<file path="src/rtl/loop_filter.sv">
// Proportional-integral loop filter for a bang-bang ADPLL: saturating integral accumulator plus proportional kick.
// Latency: 1 cycle from inputs to registered outputs; the integral path into Fractional_Frequency lags one extra cycle.
// Backpressure: none; updates every clock with no handshake.
module loop_filter (
    input  logic              clk,
    input  logic              reset,
    input  logic              early,
    input  logic [1:0]        sel,
    input  logic signed [4:0] plusInt,
    input  logic signed [4:0] minusInt,
    input  logic signed [4:0] plusProp,
    input  logic signed [4:0] plusPropDiff,
    input  logic signed [4:0] minusProp,
    input  logic signed [4:0] minusPropDiff,
    output logic signed [4:0] INT_OUT,
    output logic signed [4:0] Fractional_Frequency,
    output logic              overflow,
    output logic              underflow,
    output logic              OverflowP,
    output logic              UnderflowP
);

    localparam logic signed [4:0] SAT_MAX = 5'sb01111;
    localparam logic signed [4:0] SAT_MIN = 5'sb10000;
    localparam logic signed [5:0] SUM_MAX = 6'sd15;
    localparam logic signed [5:0] SUM_MIN = -6'sd16;

    logic signed [4:0] int_q, int_d;
    logic signed [4:0] frac_q, frac_d;
    logic              ovf_q, ovf_d;
    logic              unf_q, unf_d;
    logic              ovfp_q, ovfp_d;
    logic              unfp_q, unfp_d;

    logic signed [4:0] int_step;
    logic signed [4:0] prop_step;
    logic signed [5:0] int_sum;
    logic signed [5:0] frac_sum;

    always_comb begin
        int_step  = early ? plusInt : minusInt;
        prop_step = 5'sd0;
        if (!sel[1]) begin
            if (early) prop_step = sel[0] ? plusPropDiff : plusProp;
            else       prop_step = sel[0] ? minusPropDiff : minusProp;
        end

        // Sign-extend to 6 bits so the sum of two 5-bit values cannot wrap.
        int_sum  = {int_q[4], int_q} + {int_step[4], int_step};
        frac_sum = {int_q[4], int_q} + {prop_step[4], prop_step};

        int_d = int_sum[4:0];
        ovf_d = 1'b0;
        unf_d = 1'b0;
        if (int_sum > SUM_MAX) begin
            int_d = SAT_MAX;
            ovf_d = 1'b1;
        end else if (int_sum < SUM_MIN) begin
            int_d = SAT_MIN;
            unf_d = 1'b1;
        end

        frac_d = frac_sum[4:0];
        ovfp_d = 1'b0;
        unfp_d = 1'b0;
        if (frac_sum > SUM_MAX) begin
            frac_d = SAT_MAX;
            ovfp_d = 1'b1;
        end else if (frac_sum < SUM_MIN) begin
            frac_d = SAT_MIN;
            unfp_d = 1'b1;
        end
    end

    always_ff @(posedge clk or negedge reset) begin
        if (!reset) begin
            int_q  <= 5'sd0;
            frac_q <= 5'sd0;
            ovf_q  <= 1'b0;
            unf_q  <= 1'b0;
            ovfp_q <= 1'b0;
            unfp_q <= 1'b0;
        end else begin
            int_q  <= int_d;
            frac_q <= frac_d;
            ovf_q  <= ovf_d;
            unf_q  <= unf_d;
            ovfp_q <= ovfp_d;
            unfp_q <= unfp_d;
        end
    end

    assign INT_OUT              = int_q;
    assign Fractional_Frequency = frac_q;
    assign overflow             = ovf_q;
    assign underflow            = unf_q;
    assign OverflowP            = ovfp_q;
    assign UnderflowP           = unfp_q;

endmodule

</file>
<file path="config.mk">
export PLATFORM = sky130hd
export DESIGN_NAME = loop_filter
export DESIGN_NICKNAME = d
export VERILOG_FILES = /design/src/rtl/loop_filter.sv
export SDC_FILE = /design/constraint.sdc
export NUM_CORES = 1
export LEC_CHECK = 0
export BUFFER_PORTS_ARGS = -buffer_cell sky130_fd_sc_hd__buf_2
export CORE_MARGIN = 5
export CORE_UTILIZATION = 52
export DETAILED_ROUTE_END_ITERATION = 7
export PLACE_DENSITY_LB_ADDON = 0.25
export SYNTH_ARGS = -nofsm -noshare
export SYNTH_HDL_FRONTEND = slang
export SYNTH_SLANG_ARGS = --single-unit
export TNS_END_PERCENT = 20
</file>
<file path="constraint.sdc">
create_clock -name clk -period 3 [get_ports clk]
set_input_delay 0.6 -clock clk [delete_from_list [all_inputs] [get_ports clk]]
set_output_delay 0.6 -clock clk [all_outputs]
set_load 0.01 [all_outputs]
</file>
* After elaboration in Yosys (flattened, before gate mapping)
Index checks and enable logic that the tools add are counted.
** Word-level totals
- ROM bits :: 0
- Word-level logic and storage cells :: 27
- Bits in latches :: 0
- Bits in registers :: 14
- Memories kept :: 0
- Memory bits (writable) :: 0
- Input bits :: 35
** Operators by class
- Bitwise operators :: 0
- Shift operators :: 0
- Multipliers :: 0
- Reductions and logical operators :: 0
- Div/mod/pow operators :: 0
- Add/sub/neg operators :: 2
- Eq/ne operators :: 0
- Multiplexer cells :: 15
- Order comparisons :: 4
** Operators with widths (count)
- 5-bit 2-to-1 mux :: 9
- 5-bit by 5-bit adder with 6-bit output :: 2
- 6-bit by 5-bit > comparator with 1-bit output, second input constant :: 2
- 6-bit by 5-bit less-than comparator with 1-bit output, second input constant :: 2
- 1-bit 2-to-1 mux :: 6

* Depth between registers and ports, before layout
Gate-level depths: netlist of the first run.
- Word-level depth :: 7
- Mapped depth :: 10

* Least setup slack after synthesis of the first run
OpenSTA, ideal clock, no wires.
- Path type :: input to register
- Start :: input port sel[0]
- End :: register frac_q[2] (netlist: Fractional_Frequency[2])
- Stages on the path :: 10
- Data required time :: 2.870 ns
- Slack :: 0.261 ns
- Library setup time :: 0.130 ns
- Arrival :: 2.609 ns
- Cell sequence :: buf_2 > mux4_2 > nor2b_1 > ha_1 > fa_1 > nand3_1 > and2_4 > nor2_4 > o311ai_1 > a21oi_1
** Between the ends
- Cells in the longest elaborated chain, start to end :: 7
- Elaborated cells between the ends (all ways) :: 9
- Classes of those cells :: add/sub: 1; order compare: 2; mux: 6
** Ends and longest elaborated chain
- from (decl) :: RTL line 8 : input logic [1:0] sel,
- 5-bit 2-to-1 mux, on equally long branches :: RTL line 45, 44
- 5-bit 2-to-1 mux (*) :: RTL line 44 : if (early) prop_step = sel[0] ? plusPropDiff : plusProp;
- 5-bit 2-to-1 mux (*) :: RTL line 43 : if (!sel[1]) begin
- 5-bit by 5-bit adder with 6-bit output (*) :: RTL line 50 : frac_sum = {int_q[4], int_q} + {prop_step[4], prop_step};
- 6-bit by 5-bit less-than comparator with 1-bit output :: RTL line 69 : end else if (frac_sum < SUM_MIN) begin
- 5-bit 2-to-1 mux :: RTL line 69
- 5-bit 2-to-1 mux (*) :: RTL line 66 : if (frac_sum > SUM_MAX) begin
- named net frac_d[2] :: RTL line 29 : logic signed [4:0] frac_q, frac_d;
- to (signal assigned) :: RTL line 85 : frac_q <= frac_d;
- to (decl) :: RTL line 29
Mark *: on every way through the listed nets, which the timed path passes. The rest lies on a longest branch.

* Worst setup path after layout of the first run
Ends and elaborated chain as after synthesis.

==> results.yml, run 1 <==
outcome:
  status: "completed"
route:
  drc_errors: 0
  avgRoutedWirePerCell_um: 14.5
  ant_nets: 0
  first_pass_iters: 4
  vias: 1150
  wl_mm: 2.95
  drtIter0Drc: 22
  viasPerCell: 5.67
sta:
  slew_viol_final: 0
  worst_pin_slew_ns: 0.424
  timing.final.crit_share_pct: 85.3
  hold_violations: 0
  fin_skew_ns: 0.00118
  relSlewSlack_pct: 71.7
  setup_viol: 0
  timing.final.crit_period_ns: 2.56
  rsz0062_at_grt: "false"
  tns_ns: 0
  hold_slack_ns: 0.204
  fmax_mhz: 391
power:
  p_leak_nw: 0.761
  powerDensity_mw_per_mm2: 930
  ir_drop_mv: 0.614
clocking:
  cts_tree: "done"
  cts_sinks: 14
  post_cts_buffers: 0
  htree_levels: 1
  cts_made_buffers: 3
  cts_hold_buf: 0
  cts_repair_resize_count: 0
  clock_latency_ns: 0.27
  cts.clk_slew.worst_paths_ns: 0.07
  ctsRootBufferMaster: "clkbuf_4"
  cts_buffer_depth: 2
placement:
  dp_hpwl_mm: 2.52
  globalplace.congestion: 0.837
  port_buffers: 48
  post_dp_cell_area_mm2: 0.00151
setup_path:
  critical_path.cell_chain: "buf_2 > mux4_2 > nor2b_1 > ha_1 > fa_1 > nand3_1 > and2_4 > nor2_4 > o311ai_1 > a21oi_1"
  r2r_cells: 7
  required_ns: 3.15
  cp_num_buf_inv: 1
  path_depth: 10
  critical_path.slowest_cell: "mux4_2"
  path_delay_family: "adder cells"
  startpoint: "sel[0]"
  crit_arrival_ns: 2.71
  cp_max_fo: 5
  critPathKind: "primary input to register"
  slowest_delay_ns: 0.50
  critPathLaunchType: "primary input"
  timing.rr.start: "INT_OUT[0]"
  worstSetupEndpointType: "register"
logic_synthesis:
  ys_async_sr_fraction_pct: 100
  synthFlopType: "dfrtp_1"
  synthesis.area_mm2: 0.00125
  synth_edf_count: 0
  synth.distinct_cells: 38
  synth_warnings: 0
  yosysSeqAreaShare_pct: 28.1
  syn-num-nets: 175
  synth-seq-cells: 14
  syn_area_per_cell_um2: 9.76
  synth_cells: 128
min_path:
  hp-class: "primary input to async pin"
global_route:
  grt_overflow: 0
  grt_max_degree: 15
  grt_pass1_wl_mm: 4.90
  grt_use_met1_pct: 19.5
  grt_pass1_vias: 1122
  use_met3_pct: 3.05
  grt-busiest-layer: "met2"
  antenna_found_initial: 0
  track_usage_pct: 18.1
  grt_use_met2_pct: 34.4
floorplan:
  die_x_um: 59.0
  ios: 49
  dieArea_mm2: 0.00348
  start_util_pct: 55.4
  die_h_um: 59.0
  core_mm2: 0.00225
  fp-row-count: 17
cells_and_area:
  final_cell_mix: "buf_2, dfrtp_1, o21ai_0, nand2_1, ha_1"
  nets: 224
  diodes: 0
  drive_gt1_share_pct: 41.1
  final_area_mm2: 0.00153
  fin_util_pct: 67.8
  final_common_cell: "buf_2"
  area_growth_pct: 22.4
run:
  max_cap_viol_count: 0
## area by class of cell
type	instances	area, µm²
Sequential cell	14	350
Fill cell	206	726
Inverter	7	26.3
Clock buffer	3	22.5
Timing Repair Buffer	49	248
Tap cell	28	35.0
Multi-Input combinational cell	102	847
## report_power, final
group	internal, mW	switching (mW)
combinational	0.424	0.562
clock	0.0465	0.0490
sequential	0.282	0.0592
total	0.752	0.670
## logic make-up (layout without fill, tap and decap cells)
| group | after synthesis | in the layout | synth area share [%] |
|---|---|---|---|
| AO/OA/AOI/OAI | 42 | 42 | 23.0 |
| XOR/XNOR | 3 | 3 | 2.10 |
| adder cells (fa/ha/maj) | 13 | 13 | 14.1 |
| buffers and inverters | 12 | 59 | 4.11 |
| flip-flops | 14 | 14 | 28.1 |
| multiplexers | 11 | 11 | 14.3 |
| AND/OR/NAND/NOR | 33 | 33 | 14.2 |
## synthesized netlist by cell type, types with 4 or more instances
cell type | n | share of area [%]
nand2_1 | 10 | 3.0
nor2b_1 | 6 | 3.0
dfrtp_1 | 14 | 28
mux4_2 | 5 | 9.0
o21ai_0 | 11 | 4.4
ha_1 | 10 | 10
inv_1 | 7 | 2.1
nor2_1 | 5 | 1.5
mux2_2 | 5 | 4.5
o21ai_1 | 4 | 1.6
a21oi_1 | 8 | 3.2
## layer usage
layer,vias up,routed length [µm]
met5,-,0
met4,0,74
met3,8,106
met2,31,1670
met1,535,1100
li1,576,-
## state kept, by name (all words and copies together) (netlist names)
register / flops
Fractional_Frequency: 5
INT_OUT: 5
OverflowP: 1
UnderflowP: 1
overflow: 1
underflow: 1
## through the flow
stage,cells,setup slack (ns),power (mW)
2_1_floorplan,128,0.261,1.07
3_3_place_gp,200,0.190,1.30
3_5_place_dp,200,0.145,1.33
4_1_cts,203,0.439,1.43
5_1_grt,203,0.331,1.57
6_report,203,0.440,1.42
## path summary, 6_finish.rpt
check / end / slack [ns]
max: Fractional_Frequency[2] / 0.44
min: Fractional_Frequency[2] / 0.20
max reg2reg: INT_OUT[0] / 0.86
min reg2reg: INT_OUT[0] / 0.80
max in group asynchronous: underflow / 2.57
min in group clk: INT_OUT[0] / 0.80
(Power assumes the default switching activity.)
==> run 2: changes to the inputs <==
--- a/config.mk
+++ b/config.mk
@@ -7,7 +7,8 @@
 export LEC_CHECK = 0
 export BUFFER_PORTS_ARGS = -buffer_cell sky130_fd_sc_hd__buf_2
 export CORE_MARGIN = 5
-export CORE_UTILIZATION = 52
+export CORE_UTILIZATION = 54
+export CTS_BUF_LIST = sky130_fd_sc_hd__clkbuf_4 sky130_fd_sc_hd__clkbuf_8
 export DETAILED_ROUTE_END_ITERATION = 7
 export PLACE_DENSITY_LB_ADDON = 0.25
 export SYNTH_ARGS = -nofsm -noshare
==> run 2 against run 1 <==
  * Non-clock buffer count unchanged
  * Cell count is 0.49% higher
  * Sequential share of layout area fell by 0.20 points
  * Core utilization is 1.9 points higher
  * Largest power group unchanged
  * Wire length is 3.2% higher
  * Fmax down 2.7%
  * Register-to-register slack gained 0.03 ns
  * Critical endpoint unchanged
  * Design area grew 0.90%
  * Global-route usage up 0.78 points
==> results.yml, run 2 (synthesis results as in run 1) <==
run:
  max_cap_viol_count: 0
setup_path:
  cp_max_fo: 5
  critical_path.cell_chain: "buf_2 > mux4_2 > nor2b_1 > ha_1 > fa_1 > nand3_1 > and2_4 > nor2_4 > o311ai_1 > a21oi_1"
  slowest_delay_ns: 0.50
  crit_arrival_ns: 2.79
  required_ns: 3.15
  critPathLaunchType: "primary input"
  worstSetupEndpointType: "register"
  critical_path.slowest_cell: "mux4_2"
  critPathKind: "primary input to register"
global_route:
  grt_pass1_vias: 1143
  grt_overflow: 0
  track_usage_pct: 18.9
  grt_max_degree: 15
  grt_pass1_wl_mm: 4.93
  antenna_found_initial: 0
clocking:
  cts_hold_buf: 0
  cts.clk_slew.worst_paths_ns: 0.08
  cts_repair_resize_count: 0
  cts_sinks: 14
  htree_levels: 1
  ctsRootBufferMaster: "clkbuf_4"
  post_cts_buffers: 0
  cts_made_buffers: 3
  clock_latency_ns: 0.28
  cts_buffer_depth: 2
  cts_tree: "done"
cells_and_area:
  multiInputGateArea_um2: 847
  final_cell_mix: "buf_2, dfrtp_1, o21ai_0, nand2_1, ha_1"
  nFillCells: 188
  area_growth_pct: 23.5
  nets: 224
  fin_util_pct: 69.7
  final_common_cell: "buf_2"
  seqCellArea_um2: 350
  final_area_mm2: 0.00154
  drive_gt1_share_pct: 41.5
  diodes: 0
route:
  first_pass_iters: 4
  vias: 1153
  viasPerCell: 5.65
  ant_nets: 0
  drtIter0Drc: 28
  wl_mm: 3.05
  avgRoutedWirePerCell_um: 14.9
  drc_errors: 0
sta:
  fmax_mhz: 380
  fin_skew_ns: 0.00417
  timing.final.crit_period_ns: 2.63
  timing.final.crit_share_pct: 87.7
  relSlewSlack_pct: 74.4
  rsz0062_at_grt: "false"
  worst_pin_slew_ns: 0.384
  setup_viol: 0
  tns_ns: 0
  slew_viol_final: 0
  hold_violations: 0
floorplan:
  ios: 49
  die_h_um: 58.1
  die_x_um: 58.1
  fp-row-count: 17
  dieArea_mm2: 0.00337
  core_mm2: 0.00221
  start_util_pct: 56.4
placement:
  dp_hpwl_mm: 2.65
  port_buffers: 48
  post_dp_cell_area_mm2: 0.00151
  globalplace.congestion: 0.794
outcome:
  status: "completed"
power:
  p_seq_share_pct: 23.5
  power.internal_mw: 0.780
  powerDensity_mw_per_mm2: 953
  ir_drop_mv: 0.688
  p_leak_nw: 0.768
  power.switching_mw: 0.690
  swShare_pct: 46.9
  comb_power_share_pct: 67.6
  clock_power_share_pct: 9.0
min_path:
  hp-class: "primary input to async pin"
run 2: changes by cell type in the layout (fill, tap and decap cells not counted):
cell      previous run  this run
clkbuf_8             0         1
run 2: path summary, 6_finish.rpt:
kind	startpoint	endpoint	slack, ns	cells past startpoint
hold / removal	reset	INT_OUT[2]	0.19	1
max in group asynchronous	reset	Fractional_Frequency[4]	2.59	1
setup reg to reg	INT_OUT[0]	INT_OUT[0]	0.89	7
min in group clk	INT_OUT[0]	INT_OUT[0]	0.79	3
setup / recovery	sel[0]	Fractional_Frequency[2]	0.37	10
hold reg to reg	INT_OUT[0]	INT_OUT[0]	0.79	3
run 2: layer usage:
layer	track usage, %	up-vias	routed length, µm
met5	0	-	0
met4	4.64	0	31
met3	4.01	4	117
met2	36.1	35	1740
met1	21.0	540	1160
li1	-	574	-
run 2: power groups by stage:
stage,sequential [mW],combinational [mW],clock (mW)
final,0.345,0.993,0.132
after global routing,0.357,1.10,0.148
after CTS,0.350,0.997,0.137
after detailed placement,0.354,0.992,0
after global placement,0.351,0.955,0
after floorplan,0.378,0.692,0
run 2: area by class of cell:
type | count | share of cell area (%)
Tap cell | 28 | 2.27
Timing Repair Buffer | 49 | 16.1
Clock buffer | 4 | 2.35
Inverter | 7 | 1.70
Sequential cell | 14 | 22.7
Multi-Input combinational cell | 102 | 54.9
run 2: through the flow:
step	total power [mW]	instances	hold WS [ns]	setup slack (ns)
2_1_floorplan	1.07	128	0.304	0.261
3_3_place_gp	1.31	200	0.497	0.207
3_5_place_dp	1.35	200	0.503	0.0909
4_1_cts	1.48	204	0.194	0.397
5_1_grt	1.61	204	0.204	0.248
6_report	1.47	204	0.189	0.368
run 2: critical path, delay by kind of cell:
kind / cells / cell delay (ns)
muxes: 1 / 0.50
AOI/OAI and AO/OA: 2 / 0.39
adders and majority gates: 2 / 0.61
buffers and inverters: 1 / 0.17
and+or+nand+nor: 4 / 0.51
